**config.mk**
```make
export PLATFORM = sky130hd
export DESIGN_NAME = cache_line_transfer_engine_flat
export DESIGN_NICKNAME = d
export VERILOG_FILES = /design/src/rtl/cache_line_transfer_engine_pkg.sv /design/src/rtl/cache_line_transfer_engine_if.sv /design/src/rtl/cache_line_transfer_engine_timeout_ctr.sv /design/src/rtl/cache_line_transfer_engine.sv /design/src/flat_wrapper.sv
export SDC_FILE = /design/constraint.sdc
export NUM_CORES = 1
export LEC_CHECK = 0
export ABC_CLOCK_PERIOD_IN_PS = 30800
export CAP_MARGIN = 20
export CORE_ASPECT_RATIO = 1.5
export CORE_UTILIZATION = 34
export CTS_BUF_LIST = sky130_fd_sc_hd__clkbuf_4 sky130_fd_sc_hd__clkbuf_8 sky130_fd_sc_hd__clkbuf_16
export DETAILED_ROUTE_END_ITERATION = 7
export PLACE_DENSITY = 0.56
export SYNTH_ARGS = -nofsm -noshare
export SYNTH_HDL_FRONTEND = slang
export SYNTH_SLANG_ARGS = --single-unit
export TNS_END_PERCENT = 10
```
**constraint.sdc**
```tcl
create_clock -name clk_i -period 30.8 [get_ports clk_i]
set_input_delay 4.62 -clock clk_i [delete_from_list [all_inputs] [get_ports clk_i]]
set_output_delay 4.62 -clock clk_i [all_outputs]
set_load 0.02 [all_outputs]
```
**src/rtl/cache_line_transfer_engine_pkg.sv**
```systemverilog
// Shared types for the cache line transfer engine: FSM states, default geometry and the AXI beat record.
// Pure declarations; no timing or flow-control behaviour lives here.
package cache_line_transfer_engine_pkg;

   localparam int TOTAL_WIDTH  = 32;
   localparam int OFFSET_WIDTH = 4;
   localparam int WORDS        = 2 ** (OFFSET_WIDTH - 2);
   localparam int BEAT_W       = OFFSET_WIDTH - 2;

   typedef enum logic [2:0] {
      IDLE,
      WB_REQ,
      WB_WAIT,
      RD_REQ,
      RD_WAIT,
      DONE
   } xfer_state_t;

   // One single-word memory transaction as presented on the axi_* port.
   typedef struct packed {
      logic                   we;
      logic [TOTAL_WIDTH-1:0] addr;
      logic [TOTAL_WIDTH-1:0] data;
   } axi_beat_t;

endpackage

```
**src/rtl/cache_line_transfer_engine_if.sv**
```systemverilog
// Cache-side request/response and memory-side beat signals of the line transfer engine.
// slave = the engine, master = the cache controller plus memory port that drive it.
interface cache_line_transfer_engine_if #(
   parameter int total_width = cache_line_transfer_engine_pkg::TOTAL_WIDTH,
   parameter int words       = cache_line_transfer_engine_pkg::WORDS
);
   logic                         req_i;
   logic [total_width-1:0]       req_addr_i;
   logic                         evict_i;
   logic [total_width-1:0]       evict_addr_i;
   logic [words*total_width-1:0] evict_line_i;
   logic                         busy_o;
   logic                         done_o;
   logic                         err_o;
   logic [words*total_width-1:0] fill_line_o;
   logic                         axi_start_o;
   logic                         axi_we_o;
   logic [total_width-1:0]       axi_address_o;
   logic [total_width-1:0]       axi_data_o;
   logic                         axi_rdy_i;
   logic [total_width-1:0]       axi_data_i;

   modport slave (
      input  req_i, req_addr_i, evict_i, evict_addr_i, evict_line_i, axi_rdy_i, axi_data_i,
      output busy_o, done_o, err_o, fill_line_o, axi_start_o, axi_we_o, axi_address_o, axi_data_o
   );

   modport master (
      output req_i, req_addr_i, evict_i, evict_addr_i, evict_line_i, axi_rdy_i, axi_data_i,
      input  busy_o, done_o, err_o, fill_line_o, axi_start_o, axi_we_o, axi_address_o, axi_data_o
   );
endinterface

```
**src/rtl/cache_line_transfer_engine_timeout_ctr.sv**
```systemverilog
// Per-beat wait counter: cleared while a beat is being issued, counts wait cycles while enabled.
// expired_o flags the wait cycle that brings the count to TIMEOUT-1; no backpressure.
module xfer_timeout_ctr #(
   parameter int TIMEOUT = 64
) (
   input  logic clk_i,
   input  logic rst_i,
   input  logic clr_i,
   input  logic en_i,
   output logic expired_o
);
   localparam int CW = (TIMEOUT > 2) ? $clog2(TIMEOUT) : 1;

   logic [CW-1:0] cnt_q;

   always_ff @(posedge clk_i or posedge rst_i) begin
      if (rst_i) begin
         cnt_q <= '0;
      end else if (clr_i) begin
         cnt_q <= '0;
      end else if (en_i) begin
         cnt_q <= cnt_q + 1'b1;
      end
   end

   assign expired_o = en_i && (cnt_q == CW'(TIMEOUT - 2));
endmodule

```
**src/rtl/cache_line_transfer_engine.sv**
```systemverilog
// Miss engine: optional victim write-back, then a critical-word-first refill, one word beat at a time.
// Each beat is a 1-cycle axi_start_o and a wait for axi_rdy_i (2 cycles minimum), bounded by TIMEOUT.
module cache_line_transfer_engine
   import cache_line_transfer_engine_pkg::*;
#(
   parameter int total_width  = TOTAL_WIDTH,
   parameter int offset_width = OFFSET_WIDTH,
   parameter bit CRIT_FIRST   = 1'b1,
   parameter int TIMEOUT      = 64
) (
   input logic                         clk_i,
   input logic                         rst_i,
   cache_line_transfer_engine_if.slave bus
);
   localparam int W  = 2 ** (offset_width - 2);
   localparam int BW = offset_width - 2;
   localparam int LW = total_width - offset_width;

   xfer_state_t              state_q;
   logic [LW-1:0]            req_line_q;
   logic [LW-1:0]            evict_line_q;
   logic [W*total_width-1:0] evict_data_q;
   logic [W*total_width-1:0] fill_q;
   logic [BW-1:0]            crit_q;
   logic [BW-1:0]            wb_idx_q;
   logic [BW-1:0]            rd_idx_q;
   logic [BW-1:0]            rd_cnt_q;
   logic [BW-1:0]            wb_nxt;
   logic [BW-1:0]            rd_nxt;
   logic [BW-1:0]            start_word;
   axi_beat_t                beat_q;
   logic                     axi_start_q;
   logic                     busy_q;
   logic                     done_q;
   logic                     err_q;
   logic                     tmo_clr;
   logic                     tmo_en;
   logic                     tmo_exp;

   function automatic axi_beat_t mk_beat(input logic we, input logic [LW-1:0] line,
                                         input logic [BW-1:0] idx,
                                         input logic [total_width-1:0] data);
      return '{we: we, addr: {line, idx, 2'b00}, data: data};
   endfunction

   assign wb_nxt     = wb_idx_q + 1'b1;
   assign rd_nxt     = rd_idx_q + 1'b1;
   assign start_word = CRIT_FIRST ? bus.req_addr_i[offset_width-1:2] : '0;
   assign tmo_clr    = (state_q == WB_REQ) || (state_q == RD_REQ);
   assign tmo_en     = (state_q == WB_WAIT) || (state_q == RD_WAIT);

   xfer_timeout_ctr #(.TIMEOUT(TIMEOUT)) u_tmo (
      .clk_i    (clk_i),
      .rst_i    (rst_i),
      .clr_i    (tmo_clr),
      .en_i     (tmo_en),
      .expired_o(tmo_exp)
   );

   always_ff @(posedge clk_i or posedge rst_i) begin
      if (rst_i) begin
         state_q      <= IDLE;
         req_line_q   <= '0;
         evict_line_q <= '0;
         evict_data_q <= '0;
         fill_q       <= '0;
         crit_q       <= '0;
         wb_idx_q     <= '0;
         rd_idx_q     <= '0;
         rd_cnt_q     <= '0;
         beat_q       <= '0;
         axi_start_q  <= 1'b0;
         busy_q       <= 1'b0;
         done_q       <= 1'b0;
         err_q        <= 1'b0;
      end else begin
         done_q      <= 1'b0;
         axi_start_q <= 1'b0;
         case (state_q)
            IDLE: begin
               if (bus.req_i) begin
                  busy_q       <= 1'b1;
                  err_q        <= 1'b0;
                  axi_start_q  <= 1'b1;
                  req_line_q   <= bus.req_addr_i[total_width-1:offset_width];
                  evict_line_q <= bus.evict_addr_i[total_width-1:offset_width];
                  evict_data_q <= bus.evict_line_i;
                  crit_q       <= start_word;
                  wb_idx_q     <= '0;
                  rd_idx_q     <= start_word;
                  rd_cnt_q     <= '0;
                  if (bus.evict_i) begin
                     state_q <= WB_REQ;
                     beat_q  <= mk_beat(1'b1, bus.evict_addr_i[total_width-1:offset_width], '0,
                                        bus.evict_line_i[total_width-1:0]);
                  end else begin
                     state_q <= RD_REQ;
                     beat_q  <= mk_beat(1'b0, bus.req_addr_i[total_width-1:offset_width],
                                        start_word, '0);
                  end
               end
            end
            WB_REQ: state_q <= WB_WAIT;
            WB_WAIT: begin
               // A late rdy still wins over the timeout in the same cycle.
               if (bus.axi_rdy_i) begin
                  axi_start_q <= 1'b1;
                  if (wb_idx_q == BW'(W - 1)) begin
                     state_q <= RD_REQ;
                     beat_q  <= mk_beat(1'b0, req_line_q, crit_q, '0);
                  end else begin
                     state_q  <= WB_REQ;
                     wb_idx_q <= wb_nxt;
                     beat_q   <= mk_beat(1'b1, evict_line_q, wb_nxt,
                                         evict_data_q[wb_nxt*total_width +: total_width]);
                  end
               end else if (tmo_exp) begin
                  state_q <= DONE;
                  busy_q  <= 1'b0;
                  done_q  <= 1'b1;
                  err_q   <= 1'b1;
               end
            end
            RD_REQ: state_q <= RD_WAIT;
            RD_WAIT: begin
               if (bus.axi_rdy_i) begin
                  fill_q[rd_idx_q*total_width +: total_width] <= bus.axi_data_i;
                  rd_idx_q <= rd_nxt;
                  if (rd_cnt_q == BW'(W - 1)) begin
                     state_q <= DONE;
                     busy_q  <= 1'b0;
                     done_q  <= 1'b1;
                  end else begin
                     state_q     <= RD_REQ;
                     rd_cnt_q    <= rd_cnt_q + 1'b1;
                     axi_start_q <= 1'b1;
                     beat_q      <= mk_beat(1'b0, req_line_q, rd_nxt, '0);
                  end
               end else if (tmo_exp) begin
                  state_q <= DONE;
                  busy_q  <= 1'b0;
                  done_q  <= 1'b1;
                  err_q   <= 1'b1;
               end
            end
            DONE:    state_q <= IDLE;
            default: state_q <= IDLE;
         endcase
      end
   end

   assign bus.busy_o        = busy_q;
   assign bus.done_o        = done_q;
   assign bus.err_o         = err_q;
   assign bus.fill_line_o   = fill_q;
   assign bus.axi_start_o   = axi_start_q;
   assign bus.axi_we_o      = beat_q.we;
   assign bus.axi_address_o = beat_q.addr;
   assign bus.axi_data_o    = beat_q.data;
endmodule

```
**src/flat_wrapper.sv**
```systemverilog
// flat-port wrapper written by rule: the top's interface ports become plain ports
module cache_line_transfer_engine_flat import cache_line_transfer_engine_pkg::*;
#(
   parameter int total_width  = TOTAL_WIDTH,
   parameter int offset_width = OFFSET_WIDTH,
   parameter bit CRIT_FIRST   = 1'b1,
   parameter int TIMEOUT      = 64
)
  (clk_i, rst_i, bus_req_i, bus_req_addr_i, bus_evict_i, bus_evict_addr_i, bus_evict_line_i, bus_axi_rdy_i, bus_axi_data_i, bus_busy_o, bus_done_o, bus_err_o, bus_fill_line_o, bus_axi_start_o, bus_axi_we_o, bus_axi_address_o, bus_axi_data_o);
  cache_line_transfer_engine_if #(.total_width(total_width), .words(4)) bus_i ();
  input logic clk_i;
  input logic rst_i;
  input wire logic [$bits(bus_i.req_i)-1:0] bus_req_i;
  input wire logic [$bits(bus_i.req_addr_i)-1:0] bus_req_addr_i;
  input wire logic [$bits(bus_i.evict_i)-1:0] bus_evict_i;
  input wire logic [$bits(bus_i.evict_addr_i)-1:0] bus_evict_addr_i;
  input wire logic [$bits(bus_i.evict_line_i)-1:0] bus_evict_line_i;
  input wire logic [$bits(bus_i.axi_rdy_i)-1:0] bus_axi_rdy_i;
  input wire logic [$bits(bus_i.axi_data_i)-1:0] bus_axi_data_i;
  output wire logic [$bits(bus_i.busy_o)-1:0] bus_busy_o;
  output wire logic [$bits(bus_i.done_o)-1:0] bus_done_o;
  output wire logic [$bits(bus_i.err_o)-1:0] bus_err_o;
  output wire logic [$bits(bus_i.fill_line_o)-1:0] bus_fill_line_o;
  output wire logic [$bits(bus_i.axi_start_o)-1:0] bus_axi_start_o;
  output wire logic [$bits(bus_i.axi_we_o)-1:0] bus_axi_we_o;
  output wire logic [$bits(bus_i.axi_address_o)-1:0] bus_axi_address_o;
  output wire logic [$bits(bus_i.axi_data_o)-1:0] bus_axi_data_o;
  assign bus_i.req_i = bus_req_i;
  assign bus_i.req_addr_i = bus_req_addr_i;
  assign bus_i.evict_i = bus_evict_i;
  assign bus_i.evict_addr_i = bus_evict_addr_i;
  assign bus_i.evict_line_i = bus_evict_line_i;
  assign bus_i.axi_rdy_i = bus_axi_rdy_i;
  assign bus_i.axi_data_i = bus_axi_data_i;
  assign bus_busy_o = bus_i.busy_o;
  assign bus_done_o = bus_i.done_o;
  assign bus_err_o = bus_i.err_o;
  assign bus_fill_line_o = bus_i.fill_line_o;
  assign bus_axi_start_o = bus_i.axi_start_o;
  assign bus_axi_we_o = bus_i.axi_we_o;
  assign bus_axi_address_o = bus_i.axi_address_o;
  assign bus_axi_data_o = bus_i.axi_data_o;
  cache_line_transfer_engine #(.total_width(total_width), .offset_width(offset_width), .CRIT_FIRST(CRIT_FIRST), .TIMEOUT(TIMEOUT)) u_core (.clk_i(clk_i), .rst_i(rst_i), .bus(bus_i));
endmodule
```
==> impl_metrics.json, run 1 <==
{
  "routed_wl_mm": 55.8,
  "synth.distinct_cells": 53,
  "gp_congestion": 0.825,
  "drt-vias-per-instance": 4.94,
  "ir_drop_uv": 76.6,
  "power_density_nw_per_um2": 103,
  "start_kind": "primary input",
  "numCtsBuffers": 41,
  "p_seq_share_pct": 35.9,
  "cp_data_required_time_ns": 31.26,
  "relSlewSlack_pct": 26.3,
  "die_area_um2": 52000,
  "crit_family": "buffers and inverters",
  "ys_seq_area_share_pct": 57.0,
  "post-dp-hpwl_mm": 37.0,
  "overflow": 0,
  "worst_slew_pin_slew_ns": 1.11,
  "numPortBuffers": 417,
  "most-common-layout-cells": "nand2_1 (853), clkdlybuf4s50_1 (416), dfrtp_1 (395)",
  "syn_inst": 1856,
  "grt_pass1_wl_mm": 86.7,
  "worstPathBufferInverterCount": 2,
  "multi_input_area_um2": 6790,
  "crit_chain": "clkdlybuf4s50_1 > nor2b_1 > and2_4 > buf_4 > o221ai_1 > o21ai_0",
  "layout_commonest_cell": "nand2_1",
  "end_kind": "register",
  "path_max_fanout": 99,
  "post-cts-setup-buffers": 0,
  "fp.dieW_um": 187,
  "io_pins": 426,
  "clk_pin_slew_worst_paths_ns": 0.06,
  "p_sw_share_pct": 39.3,
  "clock_latency_ns": 0.54,
  "rsz0062_at_grt": "false",
  "nets": 2447,
  "p_switching_uw": 951,
  "worstPathArrival_ns": 7.65,
  "syn_to_final_growth_pct": 34.8,
  "pwr-share-clk_pct": 21.1,
  "ctsResizeCount": 0,
  "wl_met2_mm": 27.4,
  "p_int_uw": 1470,
  "slew_viol_final": 0,
  "wl_per_cell_um": 19.1,
  "dieHeight_um": 279,
  "ys_warn_count": 0,
  "wl_met1_mm": 22.2,
  "fin_setup_tns_ns": 0,
  "finalSetupViolCount": 0,
  "finalCriticalPeriod_ns": 7.19,
  "seqCellArea_um2": 9910,
  "syn_area_um2": 17400,
  "antenna_left": 0,
  "crit_type": "primary input to register",
  "postSynthAreaPerCell_um2": 9.36,
  "stdcell_count": 2915,
  "status": "finished, final reports clean",
  "grt_max_degree": 138,
  "grt_pass1_vias": 14600,
  "start_util_pct": 34.4,
  "ctsHoldBuffers": 0,
  "clock_sinks": 396,
  "drtIter0Drc": 807,
  "slowest_delay_ns": 0.88,
  "period_share_pct": 23.3,
  "pwr-share-comb_pct": 43.0,
  "dr.max_layer_used": "met5",
  "h-tree-depth": 2,
  "antenna_found_initial": 13,
  "ys_ff_latch": 396,
  "drc": 0,
  "synth-async-reset-ratio_pct": 100,
  "drive_above_1_share_pct": 7.99,
  "finClkSkew_ns": 0.0258,
  "max_freq_mhz": 139,
  "ctsLongestPathBuffers": 3,
  "critPathSlowestCell": "buf_4",
  "synth_edf_count": 0,
  "cts_tree": "yes",
  "ys.flop_type": "dfrtp_1",
  "firstDrtPassIters": 5,
  "dpl.cell_count": 2831,
  "hold_viol": 0,
  "nFillCells": 4869,
  "p_leak_uw": 0.0104,
  "dr_total_vias": 14400,
  "row_count": 101,
  "track_usage_pct": 21.3,
  "cap_violations": 0,
  "hold_class": "register to register",
  "core_area_um2": 50500,
  "cts-root-buf": "clkbuf_16",
  "met3_length_mm": 4.55
}
-- worst paths after layout --
check | start | to | slack [ns] | cells after the start
min | u_core.evict_data_q[8]$_DFFE_PP0P_ | u_core.evict_data_q[8]$_DFFE_PP0P_ | 0.47 | 2
min reg2reg | u_core.evict_data_q[8]$_DFFE_PP0P_ | u_core.evict_data_q[8]$_DFFE_PP0P_ | 0.47 | 2
max in group asynchronous | rst_i | u_core.u_tmo.cnt_q[4]$_DFFE_PP0P_ | 23.96 | 4
min in group asynchronous | rst_i | u_core.bus.fill_line_o[4]$_DFFE_PP0P_ | 4.71 | 2
max reg2reg | u_core.wb_idx_q[0]$_DFFE_PP0P_ | u_core.bus.axi_address_o[22]$_DFFE_PP0P_ | 27.19 | 5
max | bus_req_i | u_core.rd_idx_q[0]$_DFFE_PP0P_ | 23.61 | 6
-- through the flow --
stage          power, uW  hold WS (ns)  area (um^2)  setup slack, ns  util, %
2_1_floorplan       1520         0.440        17400            15.17        -
3_3_place_gp        1900         0.452        21900            22.87     43.4
3_5_place_dp        1930         0.457        21900            22.85     43.4
4_1_cts             2450         0.472        23300            23.43     46.1
5_1_grt             2590         0.494        23400            23.31     46.3
6_report            2420         0.469        23400            23.61     46.3
-- worst register-to-register path: stages, from the launching register on --
cell,delay (ns)
dfrtp_2,1.07
ha_2,0.49
nor4bb_4,0.73
or2_1,0.83
a222oi_1,0.14
o21ai_0,0.23
-- power by group through the flow --
stage | registers, uW | logic, uW | clock network (uW)
after floorplan | 947 | 571 | 0
after global placement | 866 | 1040 | 0
after detailed placement | 877 | 1050 | 0
after CTS | 869 | 1060 | 527
after global routing | 896 | 1150 | 545
final | 868 | 1040 | 511
-- logic make-up (layout without fill, tap and decap cells) --
family                     Yosys count  count (layout)  synth area share (%)
and+or+nand+nor                    931             931                  20.8
DFF                                396             396                  57.0
AOI/OAI and AO/OA                  305             305                  10.9
buffers and inverters              145             528                  4.14
muxes                               63              63                  6.12
adders and majority gates            9               9                 0.648
xor gates and xnor gates             6               6                 0.346
other                                1               8                0.0216
-- cells in the mapped netlist, types with 2 or more instances --
cell      instances  area, um^2
nand2b_1          2        12.5
ha_1              9         113
o22a_1           10        87.6
a32o_1            2        20.0
a222oi_1         20         200
o21ai_1          12        60.1
xnor2_1           5        43.8
mux2i_1           8        80.1
a21o_1            2        15.0
or2_1             2        12.5
clkbuf_1         66         248
nor2b_1           6        37.5
buf_4            14         105
nor3_1            6        30.0
a31o_2            2        17.5
nand3_1           2        10.0
nor2_1           42         158
nor3b_1           3        22.5
nor4_1            2        12.5
buf_6             9         101
nand2_1         858        3220
o21ai_0         166         831
mux2_2           22         248
a32oi_1          41         359
dfrtp_1         396        9910
inv_1            10        37.5
a21oi_1          39         195
mux4_2           32         721
buf_2            44         220
-- routing by layer --
metal  GRT usage (%)  vias to the layer above
li1                -                     6846
met1            25.3                     6963
met2            36.5                      494
met3            6.70                       87
met4            6.98                       16
met5               0                        -
-- flip-flops by register name, summed over array words and instances, names as in the netlist --
signal	count
u_core.u_tmo.cnt_q	6
u_core.crit_q	2
u_core.wb_idx_q	2
u_core.rd_idx_q	2
u_core.rd_cnt_q	2
u_core.bus.axi_we_o	1
u_core.bus.axi_data_o	32
u_core.bus.axi_address_o	30
u_core.bus.fill_line_o	128
u_core.req_line_q	28
u_core.bus.busy_o	1
u_core.evict_data_q	128
u_core.bus.axi_start_o	1
u_core.bus.err_o	1
u_core.state_q	3
u_core.bus.done_o	1
u_core.evict_line_q	28
-- layout make-up --
class	count	area share (%)
inverters	11	0.208
well taps	669	3.58
flip-flops and latches	396	42.3
multi-input cells	1316	29.0
clock buffers	64	5.52
clock inverters	10	0.412
repair buffers	443	18.9
diodes	6	0.0641
No activity file was read; power rests on OpenSTA's default activity.
==> run 2: changes to the inputs <==
--- a/config.mk
+++ b/config.mk
@@ -5,13 +5,13 @@
 export SDC_FILE = /design/constraint.sdc
 export NUM_CORES = 1
 export LEC_CHECK = 0
-export ABC_CLOCK_PERIOD_IN_PS = 30800
+export ABC_CLOCK_PERIOD_IN_PS = 6600
 export CAP_MARGIN = 20
 export CORE_ASPECT_RATIO = 1.5
 export CORE_UTILIZATION = 34
 export CTS_BUF_LIST = sky130_fd_sc_hd__clkbuf_4 sky130_fd_sc_hd__clkbuf_8 sky130_fd_sc_hd__clkbuf_16
 export DETAILED_ROUTE_END_ITERATION = 7
-export PLACE_DENSITY = 0.56
+export PLACE_DENSITY = 0.58
 export SYNTH_ARGS = -nofsm -noshare
 export SYNTH_HDL_FRONTEND = slang
 export SYNTH_SLANG_ARGS = --single-unit
==> constraint.sdc (replaced) <==
create_clock -name clk_i -period 6.6 [get_ports clk_i]
set_input_delay 0.99 -clock clk_i [delete_from_list [all_inputs] [get_ports clk_i]]
set_output_delay 0.99 -clock clk_i [all_outputs]
set_load 0.02 [all_outputs]
==> impl_metrics.json, run 2 (synthesis gave the netlist of run 1 again) <==
{
  "numCtsBuffers": 41,
  "finalPower_uw": 11300,
  "clock_latency_ns": 0.55,
  "slew_viol_final": 0,
  "antenna_found_initial": 12,
  "wl_per_cell_um": 19.2,
  "dr_total_vias": 14500,
  "grt_max_degree": 178,
  "pwr-share-comb_pct": 43.6,
  "hold_viol": 0,
  "ctsLongestPathBuffers": 3,
  "h-tree-depth": 2,
  "end_kind": "register",
  "track_usage_pct": 21.4,
  "clk_pin_slew_worst_paths_ns": 0.07,
  "path_max_fanout": 79,
  "die_area_um2": 52000,
  "most-common-layout-cells": "nand2_1 (853), clkdlybuf4s50_1 (416), dfrtp_1 (396)",
  "finalSetupViolCount": 0,
  "ctsResizeCount": 0,
  "layout_commonest_cell": "nand2_1",
  "min_path_cells": 2,
  "hold_slack_ns": 0.470,
  "overflow": 0,
  "nets": 2447,
  "finalCriticalPeriod_ns": 3.24,
  "worstPathArrival_ns": 3.68,
  "drtIter0Drc": 1049,
  "drc": 0,
  "crit_type": "primary input to register",
  "cts-root-buf": "clkbuf_16",
  "drive_above_1_share_pct": 7.74,
  "p_sw_share_pct": 39.5,
  "io_pins": 426,
  "routed_wl_mm": 55.9,
  "drt-vias-per-instance": 5.00,
  "max_freq_mhz": 309,
  "ir_drop_uv": 282,
  "post-cts-setup-buffers": 0,
  "p_int_uw": 6830,
  "start_util_pct": 34.4,
  "gp_congestion": 0.823,
  "rsz0062_at_grt": "false",
  "post-dp-hpwl_mm": 36.8,
  "dieHeight_um": 279,
  "p_leak_uw": 0.0104,
  "start_kind": "primary input",
  "hold_class": "register to register",
  "row_count": 101,
  "cts_tree": "yes",
  "status": "finished, final reports clean",
  "r2r_cells": 6,
  "clock_sinks": 396,
  "syn_to_final_growth_pct": 34.6,
  "firstDrtPassIters": 5,
  "p_switching_uw": 4450,
  "fin_setup_tns_ns": 0,
  "core_area_um2": 50500,
  "cap_violations": 0,
  "numPortBuffers": 417,
  "grt_pass1_vias": 14900,
  "finClkSkew_ns": 0.0306,
  "pwr-share-clk_pct": 20.6,
  "antenna_left": 0,
  "relSlewSlack_pct": 28.2,
  "p_seq_share_pct": 35.8,
  "ctsHoldBuffers": 0,
  "grt_pass1_wl_mm": 87.2,
  "fp.dieW_um": 187,
  "power_density_nw_per_um2": 482,
  "nFillCells": 4850,
  "period_share_pct": 49.0,
  "cp_data_required_time_ns": 7.04,
  "worst_slew_pin_slew_ns": 1.08
}
[run 2: final cells by class]
type / instances / area (um^2) / area share, %
sequential: 396 / 9910 / 42.4
inverter: 11 / 45.0 / 0.193
multi-input combinational: 1316 / 6790 / 29.0
clock buffer: 54 / 1180 / 5.07
antenna: 4 / 10.0 / 0.0428
tap: 669 / 837 / 3.58
clock inverter: 15 / 139 / 0.594
timing repair buffer: 443 / 4460 / 19.1
[run 2: power groups by stage]
stage,clock network [uW],registers [uW],logic [uW]
final,2330,4040,4910
after detailed placement,0,4080,4940
after CTS,2400,4040,4970
after global placement,0,4020,4870
after global routing,2480,4170,5390
after floorplan,0,4420,2660
[run 2: critical path, stage by stage]
cell             delay (ns)
clkdlybuf4s50_1        0.70
nor2b_1                0.45
a22oi_4                0.15
inv_2                  0.12
buf_4                  0.74
o21ai_0                0.26
o22a_1                 0.23
[run 2: worst paths after layout]
path                                                      from                                        to  slack (ns)
min                        u_core.evict_data_q[92]$_DFFE_PP0P_       u_core.evict_data_q[92]$_DFFE_PP0P_        0.47
max                                              bus_axi_rdy_i  u_core.bus.axi_address_o[12]$_DFFE_PP0P_        3.36
min reg2reg                u_core.evict_data_q[92]$_DFFE_PP0P_       u_core.evict_data_q[92]$_DFFE_PP0P_        0.47
max in group asynchronous                                rst_i       u_core.evict_line_q[13]$_DFFE_PP0P_        4.29
max reg2reg                     u_core.wb_idx_q[0]$_DFFE_PP0P_  u_core.bus.axi_address_o[26]$_DFFE_PP0P_        3.38
min in group asynchronous                                rst_i               u_core.bus.done_o$_DFF_PP0_        0.88
[run 2: per-layer routing]
metal | track usage [%] | vias to the layer above | share of wire, %
li1 | - | 6838 | -
met1 | 24.8 | 7044 | 39
met2 | 37.3 | 542 | 50
met3 | 6.22 | 107 | 8.1
met4 | 7.67 | 14 | 3.2
met5 | 0 | - | 0.17
[run 2: stage by stage]
| stage | std cells | utilization, % | setup WS (ns) | cell area [um^2] |
|---|---|---|---|---|
| 6_report | 2908 | 46.3 | 3.36 | 23400 |
| 3_5_place_dp | 2831 | 43.5 | 2.84 | 22000 |
| 4_1_cts | 2900 | 46.1 | 3.35 | 23300 |
| 2_1_floorplan | 1857 | - | 0.280 | 17400 |
| 5_1_grt | 2908 | 46.3 | 3.19 | 23400 |
| 3_3_place_gp | 2830 | 43.4 | 2.89 | 21900 |
